--- config.mk ---
export PLATFORM = sky130hd
export DESIGN_NAME = fadd_result_buffer
export DESIGN_NICKNAME = d
export VERILOG_FILES = /design/src/rtl/fadd_result_buffer.sv
export SDC_FILE = /design/constraint.sdc
export NUM_CORES = 1
export LEC_CHECK = 0
export CORE_MARGIN = 2
export CORE_UTILIZATION = 30
export CTS_CLUSTER_SIZE = 25
export DETAILED_ROUTE_END_ITERATION = 16
export PLACE_DENSITY = 0.43
export SLEW_MARGIN = 20
export SYNTH_ARGS = -nofsm -noshare
export SYNTH_HDL_FRONTEND = slang
export SYNTH_SLANG_ARGS = --single-unit
--- constraint.sdc ---
create_clock -name clk -period 5.7 [get_ports clk]
set_clock_uncertainty 0.1 [all_clocks]
set_input_delay 0.57 -clock clk [delete_from_list [all_inputs] [get_ports clk]]
set_output_delay 0.57 -clock clk [all_outputs]
set_load 0.01 [all_outputs]
--- src/rtl/fadd_result_buffer.sv ---
// Result buffer behind a fixed-latency pipelined adder: tracks issues, captures sums, grants credit.
// Optional per-entry NaN/Inf flags on out_exc when FADD_BUF_EXC_EN is defined.
module fadd_result_buffer #(
    parameter int LATENCY = 6,
    parameter int DEPTH   = 8,
    parameter int TAG_W   = 8
) (
    input  logic                     clk,
    input  logic                     rst,
    input  logic                     issue_valid,
    input  logic [TAG_W-1:0]         issue_tag,
    output logic                     issue_ok,
    input  logic [31:0]              sum_in,
    output logic                     out_valid,
    input  logic                     out_ready,
    output logic [31:0]              out_data,
    output logic [TAG_W-1:0]         out_tag,
    output logic [$clog2(DEPTH):0]   count,
    output logic                     overflow
`ifdef FADD_BUF_EXC_EN
    ,
    output logic [1:0]               out_exc
`endif
);
    localparam int AW = $clog2(DEPTH);
    localparam int CW = AW + 1;

    logic [LATENCY-1:0] dl_valid;
    logic [TAG_W-1:0]   dl_tag [LATENCY];
    logic [CW-1:0]      in_flight;

    logic [31:0]        mem_data [DEPTH];
    logic [TAG_W-1:0]   mem_tag  [DEPTH];
    logic [AW-1:0]      wr_ptr;
    logic [AW-1:0]      rd_ptr;
    logic [AW-1:0]      rd_next;
    logic [CW-1:0]      count_next;
    logic               accept;
    logic               push;
    logic               pop;
    logic               head_is_push;

    assign issue_ok   = ({1'b0, in_flight} + {1'b0, count}) < (CW+1)'(DEPTH);
    assign accept     = issue_valid & issue_ok;
    assign push       = dl_valid[LATENCY-1];
    assign out_valid  = (count != '0);
    assign pop        = out_valid & out_ready;
    assign rd_next    = rd_ptr + AW'(pop);
    assign count_next = count + CW'(push) - CW'(pop);
    // Only when the FIFO drains to empty this edge can the new head be the entry being written.
    assign head_is_push = push && (wr_ptr == rd_next);

    always_ff @(posedge clk) begin
        if (rst) begin
            dl_valid <= '0;
        end else begin
            dl_valid[0] <= accept;
            for (int unsigned i = 1; i < LATENCY; i++) begin
                dl_valid[i] <= dl_valid[i-1];
            end
        end
    end

    always_ff @(posedge clk) begin
        dl_tag[0] <= issue_tag;
        for (int unsigned i = 1; i < LATENCY; i++) begin
            dl_tag[i] <= dl_tag[i-1];
        end
    end

    always_ff @(posedge clk) begin
        if (rst) begin
            in_flight <= '0;
        end else if (accept && !push) begin
            in_flight <= in_flight + 1'b1;
        end else if (!accept && push) begin
            in_flight <= in_flight - 1'b1;
        end
    end

`ifdef FADD_BUF_EXC_EN
    logic [1:0] exc_in;
    logic [1:0] mem_exc [DEPTH];

    always_comb begin
        exc_in = 2'b00;
        if (sum_in[30:23] == 8'hff) begin
            exc_in = (sum_in[22:0] != '0) ? 2'b10 : 2'b01;
        end
    end

    always_ff @(posedge clk) begin
        if (push) begin
            mem_exc[wr_ptr] <= exc_in;
        end
    end

    always_ff @(posedge clk) begin
        if (rst) begin
            out_exc <= '0;
        end else if (count_next != '0) begin
            out_exc <= head_is_push ? exc_in : mem_exc[rd_next];
        end
    end
`endif

    always_ff @(posedge clk) begin
        if (push) begin
            mem_data[wr_ptr] <= sum_in;
            mem_tag[wr_ptr]  <= dl_tag[LATENCY-1];
        end
    end

    always_ff @(posedge clk) begin
        if (rst) begin
            wr_ptr   <= '0;
            rd_ptr   <= '0;
            count    <= '0;
            out_data <= '0;
            out_tag  <= '0;
            overflow <= 1'b0;
        end else begin
            if (push) begin
                wr_ptr <= wr_ptr + 1'b1;
            end
            rd_ptr <= rd_next;
            count  <= count_next;
            // Head register reloads every edge while non-empty; holds its last value when empty.
            if (count_next != '0) begin
                if (head_is_push) begin
                    out_data <= sum_in;
                    out_tag  <= dl_tag[LATENCY-1];
                end else begin
                    out_data <= mem_data[rd_next];
                    out_tag  <= mem_tag[rd_next];
                end
            end
            if (issue_valid && !issue_ok) begin
                overflow <= 1'b1;
            end
        end
    end

endmodule

==> impl_metrics.env <==
export IMPL_routed_via_count=9347
export IMPL_synth_top_area_share=0.581
export IMPL_final_hold_worst_slack_ns=0.223
export IMPL_vias_per_cell=5.11
export IMPL_synth_main_ff_cell="sky130_fd_sc_hd__edfxtp_1"
export IMPL_routed_wirelength_mm=41.4
export IMPL_finalPower_mw=9.52
export IMPL_power_per_cell_area_nw_per_um2=477
export IMPL_static_leakage_power_nw=6.40
export IMPL_drt_drc_violations_left=0
export IMPL_synthesis_instances=1002
export IMPL_grt_use_met1=0.192
export IMPL_switching_share=0.283
export IMPL_critPathLaunchType="flop"
export IMPL_initial_core_util=0.302
export IMPL_std_cell_rows=86
export IMPL_max_clock_freq_mhz=256
export IMPL_rsz0062_at_grt="no"
export IMPL_core_area_um2=54800
export IMPL_setup_tns_final_ns=0
export IMPL_chipHeight_um=239
export IMPL_slew_limit_headroom=0.297
export IMPL_top_area_cells_in_the_synthesized_netlist="sky130_fd_sc_hd__edfxtp_1, sky130_fd_sc_hd__dfxtp_1, sky130_fd_sc_hd__mux4_2"
export IMPL_max_vdd_ir_drop_uv=465
export IMPL_tritoncts_clock_tree="done"
export IMPL_cts_setup_buffers=0
export IMPL_power_clock_fraction=0.324
export IMPL_finalSetupViolCount=0
export IMPL_power_net_switching_mw=2.69
export IMPL_dieArea_um2=57000
export IMPL_worstMarginPinSlew_ns=1.05
export IMPL_numCtsBuffers=48
export IMPL_synth_largest_area_cell="sky130_fd_sc_hd__edfxtp_1"
export IMPL_ys_ff_latch=429
export IMPL_grtUsageMet2=0.253
export IMPL_pwr_share_comb=0.290
export IMPL_synth_seq_area_share=0.713
export IMPL_post_cts_resized=0
export IMPL_holdPathStages=0
export IMPL_synthesis_area_um2=16500
export IMPL_number_of_violations_reported_at_the_end_of_detailed_routing_iteration_0=538
export IMPL_timing_hold_violations_final=0
export IMPL_post_detailed_route_wirelength_per_cell_um=22.6
export IMPL_globalRouteMet3Util=0.0259
export IMPL_nFillCells=5072
export IMPL_grt_first_pass_wirelength_mm=63.1
export IMPL_cts_path_max_buffers=3
export IMPL_layout_drive_gt1_share=0.172
export IMPL_overflow=0
export IMPL_detailed_place_hpwl_mm=21.1
export IMPL_worstHoldPathType="flop to flop"
export IMPL_finish_net_count=1149
export IMPL_number_of_synthesis_warnings=0
export IMPL_outcome="completed"
export IMPL_die_w_um=239
export IMPL_timing_final_crit_period_ns=3.90
export IMPL_p_seq_frac=0.386
export IMPL_synth_fp_nets=1062
export IMPL_critical_path_sink_type="flop"
export IMPL_cts_root_buffer_cell="sky130_fd_sc_hd__clkbuf_16"
export IMPL_placed_cell_area_um2=18400
export IMPL_syn_mean_instance_area_um2=16.5
export IMPL_finalMaxSlewViolations=0
export IMPL_track_usage=0.149
export IMPL_cts_htree_levels=2
export IMPL_grt_pass1_vias=9827
export IMPL_min_period_over_period=0.685
export IMPL_timing_setup_critical_path_class="flop to flop"
export IMPL_place_gp_congestion=0.674
export IMPL_num_io_pins=91
export IMPL_ctsHoldBuffers=0
export IMPL_max_cap_violations=0
export IMPL_cp_data_required_time_ns=6.06
export IMPL_post_route_cell_area_um2=20000
export IMPL_cp_arrival_ns=4.26
export IMPL_detail_route_antenna_nets=0
export IMPL_antenna_cells_inserted=0
export IMPL_grt_antenna_before_repair=1
export IMPL_worst_skew_pair_late_latency_ns=0.57
export IMPL_async_flop_share=0
export IMPL_p_int_mw=6.83
export IMPL_clkSinkCount=429
export IMPL_grt_max_degree=82
export IMPL_layer_carrying_the_most_global_route_usage="met2"
export IMPL_total_iterations_of_the_first_detailed_routing_run=4
export IMPL_synth_edf_count=320
export IMPL_clock_transition_at_path_regs_ns=0.06
export IMPL_synth_lib_cells_used_distinct=35
export IMPL_critical_path_peak_fanout=61
export IMPL_reg2regPathDepth=12
export IMPL_port_buffers=90
export IMPL_flow_area_growth_from_synthesis_pct=20.8
sequential cells by signal (all words and copies together) (netlist names):
name and cells:
in_flight 4, rd_ptr 3, count 4, out_data 32, dl_valid 6, mem_data 256, out_tag 8, dl_tag 48
mem_tag 64, wr_ptr 3, overflow 1
power groups by stage:
stage	clock, mW	combinational [mW]	sequential (mW)
2_1_floorplan	0	1.92	3.74
3_3_place_gp	0	2.80	3.75
3_5_place_dp	0	2.82	3.75
4_1_cts	3.18	2.83	3.68
5_1_grt	3.31	3.04	3.70
6_report	3.08	2.76	3.67
critical path: stages (launching register included):
cell                      delay, ns
sky130_fd_sc_hd__dfxtp_1       0.34
sky130_fd_sc_hd__inv_1         0.09
sky130_fd_sc_hd__ha_1          0.15
sky130_fd_sc_hd__nand2_1       0.06
sky130_fd_sc_hd__and2_1        0.20
sky130_fd_sc_hd__ha_4          0.17
sky130_fd_sc_hd__ha_4          0.67
sky130_fd_sc_hd__xnor2_1       0.24
sky130_fd_sc_hd__nand3_4       0.60
sky130_fd_sc_hd__buf_12        0.46
sky130_fd_sc_hd__nor4b_1       0.31
sky130_fd_sc_hd__nor3_1        0.10
sky130_fd_sc_hd__a32o_1        0.25
final cells by class:
cell class	instances	area (um^2)	area share
Clock buffer	72	1440	0.0723
Clock inverter	15	144	0.00721
Inverter	9	33.8	0.00169
Multi-Input combinational cell	488	4540	0.227
Sequential cell	429	11800	0.591
Tap cell	704	881	0.0441
Timing Repair Buffer	113	1130	0.0567
cells in the final DEF, fill, tap and decap left out, types with 39 or more instances in the layout:
cell type,Yosys,final
sky130_fd_sc_hd__edfxtp_1,320,320
sky130_fd_sc_hd__dfxtp_1,109,108
sky130_fd_sc_hd__clkdlybuf4s50_1,0,90
sky130_fd_sc_hd__nand2_1,85,84
sky130_fd_sc_hd__mux4_2,80,80
sky130_fd_sc_hd__clkbuf_16,0,50
sky130_fd_sc_hd__nand3_1,42,41
sky130_fd_sc_hd__o22ai_1,40,40
sky130_fd_sc_hd__nor4_1,40,40
sky130_fd_sc_hd__nor3_1,42,40
sky130_fd_sc_hd__a32o_1,40,40
sky130_fd_sc_hd__nor4b_1,39,39
kinds of logic (layout without fill, tap and decap cells):
| logic type | Yosys count | after routing | share of synthesized area |
|---|---|---|---|
| mux | 82 | 82 | 0.110 |
| xor+xnor | 10 | 10 | 0.00621 |
| flops | 429 | 429 | 0.713 |
| buf+inv | 85 | 209 | 0.0204 |
| simple gates | 289 | 289 | 0.0931 |
| compound gates | 91 | 91 | 0.0437 |
| fa+ha+maj | 16 | 16 | 0.0130 |
path summary, 6_finish.rpt:
check | from | endpoint | slack, ns
hold reg to reg | dl_tag[3][3] | dl_tag[4][3] | 0.22
setup reg to reg | count[2] | out_data[14] | 1.80
hold / removal | dl_tag[3][3] | dl_tag[4][3] | 0.22
setup / recovery | count[2] | out_data[14] | 1.80
per-layer routing:
metal | vias to the layer above | wire, um
met3 | 61 | 1600
met5 | - | 11
met4 | 2 | 1020
met2 | 200 | 20500
met1 | 4876 | 18300
li1 | 4208 | -
per-stage QoR:
stage | setup slack, ns | util | instances
after floorplan | 1.34 | - | 1002
after global placement | 1.50 | 0.335 | 1741
after detailed placement | 1.44 | 0.335 | 1742
after CTS | 1.75 | 0.364 | 1829
after global routing | 1.46 | 0.364 | 1830
final | 1.80 | 0.364 | 1830
Yosys cell counts (all sizes together), types with 4 or more instances:
cell type / n
a21oi: 5
edfxtp: 320
inv: 9
nor4: 40
nor4b: 39
nor2b: 11
nor2: 20
nand3: 42
clkbuf: 56
mux4: 80
nand2b: 4
dfxtp: 109
nand2: 85
ha: 14
xnor2: 6
buf: 20
xor2: 4
nor3: 42
a32o: 40
o22ai: 40
No activity file was read; power rests on OpenSTA's default activity.
